[src/rtl/keypad_entry.sv]
// Keypad entry front end: debounces the scanner's held key, accepts one command
// per press, and maintains a 4-digit BCD/binary operand plus an ENTER result.
module keypad_entry #(
  parameter int DEBOUNCE_CYCLES = 50000,
  parameter int MAX_DIGITS      = 4
) (
  input  logic        clk,
  input  logic        rst_n,
  input  logic        key_valid,
  input  logic [3:0]  key_code,
  output logic [3:0]  digit3,
  output logic [3:0]  digit2,
  output logic [3:0]  digit1,
  output logic [3:0]  digit0,
  output logic [13:0] value,
  output logic [2:0]  digit_count,
  output logic [13:0] result,
  output logic        result_valid,
  output logic        overflow
);
  localparam int CW = $clog2(DEBOUNCE_CYCLES + 1);
  // Press needs DEBOUNCE_CYCLES-1 matches after the sampling cycle; release needs DEBOUNCE_CYCLES lows.
  localparam logic [CW-1:0] CNT_ACC = CW'(DEBOUNCE_CYCLES - 1);
  localparam logic [CW-1:0] CNT_REL = CW'(DEBOUNCE_CYCLES);

  localparam logic [2:0] S_IDLE   = 3'd0;
  localparam logic [2:0] S_PRESS  = 3'd1;
  localparam logic [2:0] S_ACCEPT = 3'd2;
  localparam logic [2:0] S_HELD   = 3'd3;
  localparam logic [2:0] S_REL    = 3'd4;

  localparam logic [3:0] K_CLEAR = 4'hA;
  localparam logic [3:0] K_BKSP  = 4'hB;
  localparam logic [3:0] K_ENTER = 4'hC;

  logic [2:0]       state_q, state_d;
  logic [CW-1:0]    cnt_q, cnt_d, cnt_inc;
  logic [3:0]       cand_q, cand_d;
  logic             accept;
  logic [3:0][3:0]  digits_q, digits_d;
  logic [13:0]      value_q, value_d;
  logic [2:0]       count_q, count_d;
  logic [13:0]      result_q, result_d;
  logic             rv_q, rv_d;
  logic             ovf_q, ovf_d;

  assign cnt_inc = cnt_q + CW'(1);

  always_comb begin
    state_d = state_q;
    cnt_d   = cnt_q;
    cand_d  = cand_q;
    accept  = 1'b0;
    case (state_q)
      S_IDLE: if (key_valid) begin
        state_d = S_PRESS;
        cand_d  = key_code;
        cnt_d   = '0;
      end
      S_PRESS: begin
        if (!key_valid || key_code != cand_q) begin
          state_d = S_IDLE;
          cnt_d   = '0;
        end else if (cnt_inc == CNT_ACC) begin
          state_d = S_ACCEPT;
          cnt_d   = '0;
        end else begin
          cnt_d = cnt_inc;
        end
      end
      S_ACCEPT: begin
        accept  = 1'b1;
        state_d = S_HELD;
      end
      S_HELD: if (!key_valid) begin
        state_d = S_REL;
        cnt_d   = '0;
      end
      S_REL: begin
        if (key_valid) begin
          state_d = S_HELD;
          cnt_d   = '0;
        end else if (cnt_inc == CNT_REL) begin
          state_d = S_IDLE;
          cnt_d   = '0;
        end else begin
          cnt_d = cnt_inc;
        end
      end
      default: begin
        state_d = S_IDLE;
        cnt_d   = '0;
      end
    endcase
  end

  always_comb begin
    digits_d = digits_q;
    value_d  = value_q;
    count_d  = count_q;
    result_d = result_q;
    ovf_d    = ovf_q;
    rv_d     = 1'b0;
    if (accept) begin
      if (cand_q <= 4'd9) begin
        if (count_q < 3'(MAX_DIGITS)) begin
          digits_d = {digits_q[2:0], cand_q};
          // value <= 999 here, so the 14-bit result stays within 9999
          value_d  = value_q * 14'd10 + {10'd0, cand_q};
          count_d  = count_q + 3'd1;
        end else begin
          ovf_d = 1'b1;
        end
      end else if (cand_q == K_BKSP) begin
        if (count_q != 3'd0) begin
          digits_d = {4'd0, digits_q[3:1]};
          value_d  = value_q / 14'd10;
          count_d  = count_q - 3'd1;
          ovf_d    = 1'b0;
        end
      end else if (cand_q == K_CLEAR || cand_q == K_ENTER) begin
        digits_d = '0;
        value_d  = '0;
        count_d  = '0;
        ovf_d    = 1'b0;
        if (cand_q == K_ENTER) begin
          result_d = value_q;
          rv_d     = 1'b1;
        end
      end
    end
  end

  always_ff @(posedge clk or negedge rst_n) begin
    if (!rst_n) begin
      state_q  <= S_IDLE;
      cnt_q    <= '0;
      cand_q   <= '0;
      digits_q <= '0;
      value_q  <= '0;
      count_q  <= '0;
      result_q <= '0;
      rv_q     <= 1'b0;
      ovf_q    <= 1'b0;
    end else begin
      state_q  <= state_d;
      cnt_q    <= cnt_d;
      cand_q   <= cand_d;
      digits_q <= digits_d;
      value_q  <= value_d;
      count_q  <= count_d;
      result_q <= result_d;
      rv_q     <= rv_d;
      ovf_q    <= ovf_d;
    end
  end

  assign digit3       = digits_q[3];
  assign digit2       = digits_q[2];
  assign digit1       = digits_q[1];
  assign digit0       = digits_q[0];
  assign value        = value_q;
  assign digit_count  = count_q;
  assign result       = result_q;
  assign result_valid = rv_q;
  assign overflow     = ovf_q;
endmodule

[config.mk]
export PLATFORM = sky130hd
export DESIGN_NAME = keypad_entry
export DESIGN_NICKNAME = d
export VERILOG_FILES = /design/src/rtl/keypad_entry.sv
export SDC_FILE = /design/constraint.sdc
export NUM_CORES = 1
export LEC_CHECK = 0
export CAP_MARGIN = 20
export CELL_PAD_IN_SITES_DETAIL_PLACEMENT = 1
export CELL_PAD_IN_SITES_GLOBAL_PLACEMENT = 1
export CORE_ASPECT_RATIO = 1.5
export CORE_MARGIN = 4
export CORE_UTILIZATION = 39
export DETAILED_ROUTE_END_ITERATION = 12
export PLACE_DENSITY = 0.73
export SYNTH_ARGS = -nofsm -noshare
export SYNTH_HDL_FRONTEND = slang
export SYNTH_SLANG_ARGS = --single-unit
[constraint.sdc]
create_clock -name clk -period 4.1 [get_ports clk]
set_clock_uncertainty 0.2 [all_clocks]
set_input_delay 0.41 -clock clk [delete_from_list [all_inputs] [get_ports clk]]
set_output_delay 0.41 -clock clk [all_outputs]
set_load 0.01 [all_outputs]
==> results of run 1 <==
[cell usage in the layout (no fill, tap or decap), types with 10 or more instances in the layout]
master / n
a21oi_1: 35
a22o_1: 10
a22oi_1: 11
and3_1: 15
buf_4: 68
clkdlybuf4s50_1: 54
dfrtp_1: 66
ha_1: 27
inv_1: 26
nand2_1: 85
nand2b_1: 23
nand3_1: 24
nor2_1: 43
nor2b_1: 18
nor3_1: 19
o21ai_0: 83
o31ai_1: 12
xnor2_1: 19
xor2_1: 11
[logic make-up (layout without fill, tap and decap cells)]
family | Yosys count | count (layout) | synth area share (%)
AO/OA/AOI/OAI | 260 | 260 | 29.5
XOR/XNOR | 31 | 31 | 4.53
adder cells (fa/ha/maj) | 30 | 30 | 6.29
buffers and inverters | 82 | 168 | 6.27
flip-flops | 72 | 72 | 29.2
multiplexers | 10 | 10 | 1.73
AND/OR/NAND/NOR | 271 | 271 | 22.5
[registers in the layout (all words and copies together) (netlist names), 3 cells and up]
signal       flops
digit2           4
digit1           4
digit0           4
state_q          3
result          14
cand_q           4
digit_count      3
value           14
digit3           4
cnt_q           16
[metal layers]
layer	wire [µm]	up-vias
met3	526	43
met5	0	-
met1	8120	3102
met4	729	0
met2	11500	114
li1	-	2938
[through the flow]
stage / hold WS [ns] / setup WS [ns] / setup TNS, ns
2_1_floorplan: -0.0856 / 0.487 / 0
3_3_place_gp: 0.257 / 0.113 / 0
3_5_place_dp: 0.271 / 0.0489 / 0
4_1_cts: 0.0588 / 0.0137 / 0
5_1_grt: 0.0963 / -0.00872 / -0.00872
6_report: 0.00965 / 0.182 / 0
[worst paths after layout]
| check | start | end | slack [ns] | depth (start not counted) |
|---|---|---|---|---|
| setup / recovery | value[10]$_DFFE_PN0P_ | value[0]$_DFFE_PN0P_ | 0.18 | 14 |
| hold / removal | rst_n | cnt_q[8]$_DFFE_PN0P_ | 0.01 | 1 |
| setup reg to reg | value[10]$_DFFE_PN0P_ | value[0]$_DFFE_PN0P_ | 0.18 | 14 |
| hold reg to reg | result[6]$_DFFE_PN0P_ | result[6]$_DFFE_PN0P_ | 0.28 | 2 |
| max in group asynchronous | rst_n | value[12]$_DFFE_PN0P_ | 2.95 | 1 |
| min in group clk | result[6]$_DFFE_PN0P_ | result[6]$_DFFE_PN0P_ | 0.28 | 2 |
[final cells by class]
| class | count | area, µm² | area share [%] |
|---|---|---|---|
| clock inverter | 6 | 67.6 | 0.885 |
| inverter | 27 | 105 | 1.38 |
| multi-input combinational | 602 | 4050 | 53.1 |
| sequential | 72 | 1810 | 23.7 |
| clock buffer | 9 | 225 | 2.95 |
| tap | 203 | 254 | 3.33 |
| timing repair buffer | 126 | 1120 | 14.6 |
[timing repair]
action / in CTS / in global routing
setup endpoints to repair: 0 / 3
gates resized for setup: 0 / 23
hold endpoints to repair: 0 / 0
buffers inserted: 0 / 6
==> flow_summary.yaml, run 1 <==
worst_setup_path:
  crit_fanout: 12
  critPathSlowestCell: "dfrtp_2"
  cp-start-kind: "flop"
  worstPathCellList: "buf_4 > buf_4 > and3b_1 > a221oi_1 > o32ai_1 > buf_4 > nor3_1 > a21boi_0 > o22ai_1 > a211o_1 > a21oi_2 > or2_4 > or4_1 > a31oi_1"
  critPathRequiredTime_ns: 4.16
  max_stage_delay_ns: 0.48
  crit_arrival_ns: 3.98
  crit_type: "flop to flop"
  path_common_cell: "buf_4"
  crit_family: "compound AO/OA/AOI/OAI gates"
  cp-end-kind: "flop"
  crit_buf_inv: 3
drt:
  drt_iter0_drc: 274
  wl_per_cell_um: 19.9
  final_antenna_net_count: 0
  firstDrtPassIters: 4
  num_vias: 6197
  drt-total-wl_um: 20800
  drcViolationCount: 0
  viasPerCell: 5.93
clock_tree:
  cts.sinks: 72
  cts_tree: "built"
  cts_hold_buf: 0
  cts_buffer_depth: 2
  clk_pin_slew_worst_paths_ns: 0.07
  root_buffer: "clkbuf_16"
  htree_levels: 3
  clk_latency_ns: 0.34
  numCtsBuffers: 9
placed_design:
  portBuffers: 55
  gp_congestion: 0.932
  postPlaceCellArea_um2: 7190
  dpl.cell_count: 1023
  place_hpwl_um: 15500
finish:
  fin_nets: 874
  final_cells: 1045
  layout-drive-gt1-share_pct: 15.9
  num-fill-cells: 1854
  design_area_um2: 7630
  antenna_cells: 0
  utilization_pct: 49.1
  area_delta_synth_final_pct: 23.8
global_routing:
  grt_pass1_vias: 6499
  grt_max_degree: 73
  use_met2_pct: 44.0
  grt_pass1_wl_um: 33500
  grt_use_met3_pct: 2.50
  met1_usage_pct: 24.7
  grt-busiest-layer: "met2"
  track_usage_pct: 22.8
  grt_antenna_before_repair: 0
  overflow: 0
synth:
  yosysWarnings: 0
  yosys.area.top_type: "dfrtp_1"
  syn_nets: 792
  netlist_instances: 756
  netlist.area_leader.share_pct: 29.2
  synth_area_leaders: "dfrtp_1, o21ai_0, ha_1"
  yosysMostFrequentCell: "nand2_1"
  synth_commonest_cells: "nand2_1, o21ai_0, dfrtp_1"
  synth-edff-count: 0
  async_flop_share_pct: 100
  avgSynthCellArea_um2: 8.15
  syn_area_um2: 6160
  synth_cell_type_count: 94
  synth_ff_type: "dfrtp_1"
  yosysSeqAreaShare_pct: 29.2
  ys_seq_elements: 72
sta:
  finalCritPeriodShare_pct: 95.6
  maxSlewHeadroom_pct: 33.9
  hold_viol_final: 0
  drv_slew: 0
  worstMarginPinSlew_ns: 0.991
  setup_viol: 0
  final.min_clock_period_ns: 3.92
  timing.fmax_ghz: 0.255
die:
  num_io_pins: 56
  initial_core_util_pct: 39.6
  die_h_um: 162
  core_um2: 15600
  die_area_um2: 17900
  die_width_um: 111
  rows: 56
run:
  drv_cap: 0
outcome:
  status: "finished, final reports clean"
hold_path:
  min_path_type: "primary input to async pin"
Power of run 1 is left out: the tool's default activity adds up to more than one toggle a clock period on the data nets, which glitch-free logic cannot reach.
==> run 2, diff against run 1 <==
- CORE_UTILIZATION: 39 -> 44
- PLACE_DENSITY: 0.73 -> 0.81
- SETUP_SLACK_MARGIN: default -> 0.02
==> run 2 against run 1 <==
Net effect: the flow now finishes with violations (hold timing); hold slack got worse by 0.014 ns; flip-flop and latch count did not move; clock-buffer cell count rose by 1; routed wire length rose by 2.7%; final area fell by 0.69%; first-iteration DRC count fell by 3.3%; global-route usage rose by 3.8 points; largest cell class unchanged; highest routed layer unchanged.
==> flow_summary.yaml, run 2 (synthesized netlist as in run 1, its figures left out) <==
drt:
  firstDrtPassIters: 5
  final_antenna_net_count: 0
  wl_per_cell_um: 21.3
  drt_iter0_drc: 265
  drcViolationCount: 0
  viasPerCell: 6.32
  num_vias: 6334
  drt-total-wl_um: 21400
die:
  die_width_um: 105
  core_um2: 13600
  die_area_um2: 16000
  num_io_pins: 56
  die_h_um: 153
  initial_core_util_pct: 45.3
  rows: 52
sta:
  worstMarginPinSlew_ns: 0.977
  setup_tns_ns: 0
  final.min_clock_period_ns: 3.94
  whs_ns: -0.00433
  drv_slew: 0
  finalCritPeriodShare_pct: 96.0
  hold_viol_final: 2
  timing.fmax_ghz: 0.254
  rsz0062_at_grt: "no"
  finalWorstSetupSlack_ns: 0.163
  maxSlewHeadroom_pct: 34.9
  setup_viol: 0
worst_setup_path:
  critPathRequiredTime_ns: 4.15
  crit_start: "value[9]$_DFFE_PN0P_"
  crit_family: "simple AND/OR/NAND/NOR gates"
  crit_type: "flop to flop"
  r2r-end: "value[0]$_DFFE_PN0P_"
  max_stage_delay_ns: 0.47
  worstPathCellList: "buf_12 > or4b_1 > o221ai_1 > o41ai_2 > nand2_2 > nor3_1 > buf_4 > a21oi_1 > o22a_1 > o41ai_4 > or2_4 > or4_1 > a31oi_1"
  cp-end-kind: "flop"
  r2r_slack_ns: 0.16
  crit-reg2reg-launch: "value[9]$_DFFE_PN0P_"
  crit_buf_inv: 2
  crit_arrival_ns: 3.99
  cp-start-kind: "flop"
  r2r_cells: 13
  critPathSlowestCell: "or4b_1"
  cp.depth: 13
  endpoint: "value[0]$_DFFE_PN0P_"
  crit_fanout: 14
clock_tree:
  clk_pin_slew_worst_paths_ns: 0.07
  cts_tree: "built"
  numCtsBuffers: 9
  cts.sinks: 72
  htree_levels: 3
  cts_hold_buf: 0
  cts_buffer_depth: 2
  clk_latency_ns: 0.34
  root_buffer: "clkbuf_16"
global_routing:
  overflow: 0
  grt_use_met3_pct: 3.63
  use_met2_pct: 50.7
  grt_pass1_wl_um: 34800
  grt-busiest-layer: "met2"
  met1_usage_pct: 28.7
  track_usage_pct: 26.5
  grt_max_degree: 73
  grt_antenna_before_repair: 0
  grt_pass1_vias: 6770
finish:
  layout-drive-gt1-share_pct: 15.7
  area_delta_synth_final_pct: 22.9
  top_register: "cnt_q"
  antenna_cells: 0
  fin_nets: 872
  mostFrequentLayoutCells: "nand2_1, o21ai_0, dfrtp_1, buf_4, clkdlybuf4s50_1"
  num-fill-cells: 1625
  largest_reg_flops: 16
  layout.cells.most_common: "nand2_1"
run:
  drv_cap: 0
outcome:
  status: "finished with violations"
  violations: "hold timing"
placed_design:
  gp_congestion: 0.973
  portBuffers: 55
  place_hpwl_um: 15700
  place_ws_ns: -0.0352
hold_path:
  min_path_type: "primary input to async pin"
==> run 2: cell count changes in the layout (fill, tap and decap cells not counted), sizes merged <==
| cell | previous run | this run |
|---|---|---|
| buf | 72 | 69 |
| clkbuf | 9 | 11 |
| clkinv | 1 | 2 |
| clkinvlp | 3 | 1 |
| inv | 28 | 29 |
==> run 2: what timing repair did <==
item | in CTS | in global routing
setup endpoints to repair | 2 | 4
pin swaps | 0 | 2
resized for setup | 2 | 15
buffers inserted | 0 | 1
==> run 2: worst min path at each step <==
stage                          start                     to  slack, ns  depth (start not counted)
2_1_floorplan                  rst_n  cand_q[0]$_DFFE_PN0P_      -0.09                          0
3_3_place_gp   result[8]$_DFFE_PN0P_  result[8]$_DFFE_PN0P_       0.26                          2
3_5_place_dp   result[0]$_DFFE_PN0P_  result[0]$_DFFE_PN0P_       0.27                          2
4_1_cts                        rst_n   cnt_q[8]$_DFFE_PN0P_       0.06                          1
5_1_grt                        rst_n   cnt_q[8]$_DFFE_PN0P_       0.08                          1
6_report                       rst_n   cnt_q[8]$_DFFE_PN0P_     -0.004                          1
==> run 2: per-stage QoR <==
stage          util, %  hold WS [ns]  area [µm²]  cells
2_1_floorplan        -       -0.0856        6160    756
3_5_place_dp      52.7         0.265        7170    985
4_1_cts           55.1        0.0591        7490   1001
6_report          55.7      -0.00433        7580   1003
5_1_grt           55.7        0.0813        7580   1003
3_3_place_gp      52.7         0.259        7170    985
==> run 2: final cells by class <==
cell class              count  area [µm²]  area share (%)
clock buffers              10         239            3.15
clock inverters             6        75.1           0.991
multi-input cells         602        4040            53.3
repair buffers            124        1120            14.7
flip-flops and latches     72        1810            23.8
well taps                 162         203            2.67
inverters                  27         101            1.34
==> run 2: worst reg2reg max path, cell delays in order (launching register included) <==
cell and delay, ns:
dfrtp_1 0.46, buf_12 0.18, or4b_1 0.47, o221ai_1 0.25
o41ai_2 0.16, nand2_2 0.27, nor3_1 0.11, buf_4 0.17
a21oi_1 0.27, o22a_1 0.28, o41ai_4 0.11, or2_4 0.29
or4_1 0.41, a31oi_1 0.21
==> run 2: per-layer routing <==
metal	vias to the layer above	share of wire, %
met5	-	0
met4	0	3.7
met3	55	3.0
met2	135	55
met1	3204	38
li1	2940	-
Power of run 2 is left out for the same reason.
==> run 3, diff against run 2 <==
- CORE_UTILIZATION: 44 -> 23
- PLACE_DENSITY: 0.81 -> 0.48
- SKIP_LAST_GASP: default -> 1
==> run 3 against run 2 <==
Net effect: the run now ends clean; register-to-register slack hardly changed; hold slack better by 0.28 ns; utilization is 26 points lower; setup slack worse by 0.0081 ns; final cell count is 18% higher; non-clock buffer count is 3 higher; maximum frequency is 0.21% lower; flip-flop and latch count stayed put; sequential share of layout area is 0.78 points lower; global-route usage is 11 points lower; first-iteration DRC count is 13% higher.
==> flow_summary.yaml, run 3 (synthesized netlist as in run 1, its figures left out) <==
outcome:
  status: "finished, final reports clean"
finish:
  seq_area_um2: 1810
  antenna_cells: 0
  design_area_um2: 7840
  layout.cells.most_common: "nand2_1"
  largest_reg_flops: 16
  multi_input_area_um2: 4070
  num-fill-cells: 3135
  area_delta_synth_final_pct: 27.1
  layout-drive-gt1-share_pct: 15.9
  fin_nets: 875
  mostFrequentLayoutCells: "nand2_1, o21ai_0, dfrtp_1, buf_4, clkdlybuf4s50_1"
  top_register: "cnt_q"
worst_setup_path:
  crit_fanout: 8
  cp-start-kind: "flop"
  critPathSlowestCell: "dfrtp_2"
  r2r-end: "value[0]$_DFFE_PN0P_"
  crit_arrival_ns: 3.97
  cp-end-kind: "flop"
  crit_type: "flop to flop"
  endpoint: "value[0]$_DFFE_PN0P_"
  crit-reg2reg-launch: "value[10]$_DFFE_PN0P_"
  r2r_slack_ns: 0.16
  worstPathCellList: "clkbuf_4 > o21bai_1 > a221o_1 > a32o_2 > nor3_4 > buf_4 > nor2_4 > a2111oi_4 > o31a_1 > nor2_2 > a31o_1 > a211o_1 > a21oi_1 > a31oi_1"
  crit_start: "value[10]$_DFFE_PN0P_"
  critPathRequiredTime_ns: 4.12
  max_stage_delay_ns: 0.45
  r2r_cells: 14
placed_design:
  gp_congestion: 0.926
  place_hpwl_um: 17700
  postPlaceCellArea_um2: 7380
  portBuffers: 55
  place_ws_ns: -0.182
sta:
  timing.fmax_ghz: 0.254
  maxSlewHeadroom_pct: 49.4
  hold_viol_final: 0
  rsz0062_at_grt: "no"
  drv_slew: 0
  worstMarginPinSlew_ns: 0.758
  final.min_clock_period_ns: 3.94
  whs_ns: 0.278
  setup_tns_ns: 0
  finalWorstSetupSlack_ns: 0.155
  setup_viol: 0
  finalCritPeriodShare_pct: 96.2
clock_tree:
  root_buffer: "clkbuf_16"
  numCtsBuffers: 9
  cts_buffer_depth: 2
  htree_levels: 3
  cts.sinks: 72
  cts_tree: "built"
  clk_pin_slew_worst_paths_ns: 0.06
  clk_latency_ns: 0.36
drt:
  wl_per_cell_um: 19.6
  drt_iter0_drc: 300
  drt-total-wl_um: 23200
  num_vias: 6224
  drcViolationCount: 0
  viasPerCell: 5.27
  firstDrtPassIters: 4
  final_antenna_net_count: 0
run:
  drv_cap: 0
hold_path:
  min_path_type: "flop to flop"
global_routing:
  grt_pass1_wl_um: 37500
  track_usage_pct: 15.9
  overflow: 0
  grt_max_degree: 51
  grt_antenna_before_repair: 0
  grt_pass1_vias: 6808
die:
  num_io_pins: 56
  core_um2: 26500
  die_area_um2: 29500
  rows: 73
  die_width_um: 142
  die_h_um: 209
  initial_core_util_pct: 23.3
-- run 3: through the flow --
step | cells | util, %
detailed placement | 1160 | 27.9
global route | 1181 | 29.6
finish | 1181 | 29.6
global placement | 1160 | 27.9
CTS | 1177 | 29.2
floorplan | 756 | -
-- run 3: worst min-delay path by stage --
stage	from	cells past startpoint	end
after floorplan	rst_n	0	cand_q[0]$_DFFE_PN0P_
after global placement	result[11]$_DFFE_PN0P_	2	result[11]$_DFFE_PN0P_
after detailed placement	result[11]$_DFFE_PN0P_	2	result[11]$_DFFE_PN0P_
after CTS	result[11]$_DFFE_PN0P_	2	result[11]$_DFFE_PN0P_
after global routing	result[8]$_DFFE_PN0P_	2	result[8]$_DFFE_PN0P_
final	result[11]$_DFFE_PN0P_	2	result[11]$_DFFE_PN0P_
-- run 3: area by class of cell --
type,instances,area share [%]
Clock buffer,14,3.63
Clock inverter,2,0.447
Inverter,27,1.29
Multi-Input combinational cell,602,51.9
Sequential cell,72,23.0
Tap cell,337,5.38
Timing Repair Buffer,127,14.3
-- run 3: repair_timing --
action	4_1_cts	5_1_grt
resized for setup	6	19
endpoints found under the setup margin	3	3
pin swaps	0	9
endpoints found under the hold margin	49	0
buffers inserted	0	4
hold buffers	1	0
-- run 3: critical path, delay by kind of cell, from the launching register on --
kind | cells | cell delay (ns)
and+or+nand+nor | 3 | 0.52
DFF | 1 | 0.45
buffers and inverters | 2 | 0.41
AOI/OAI and AO/OA | 9 | 2.22
-- run 3: routing by layer --
metal	up-vias	GRT usage [%]	part of all wire, %
met5	-	0	0
li1	2930	-	-
met3	51	2.32	2.5
met4	0	8.68	3.9
met2	105	29.2	55
met1	3138	17.1	39
Power of run 3 is left out for the same reason.
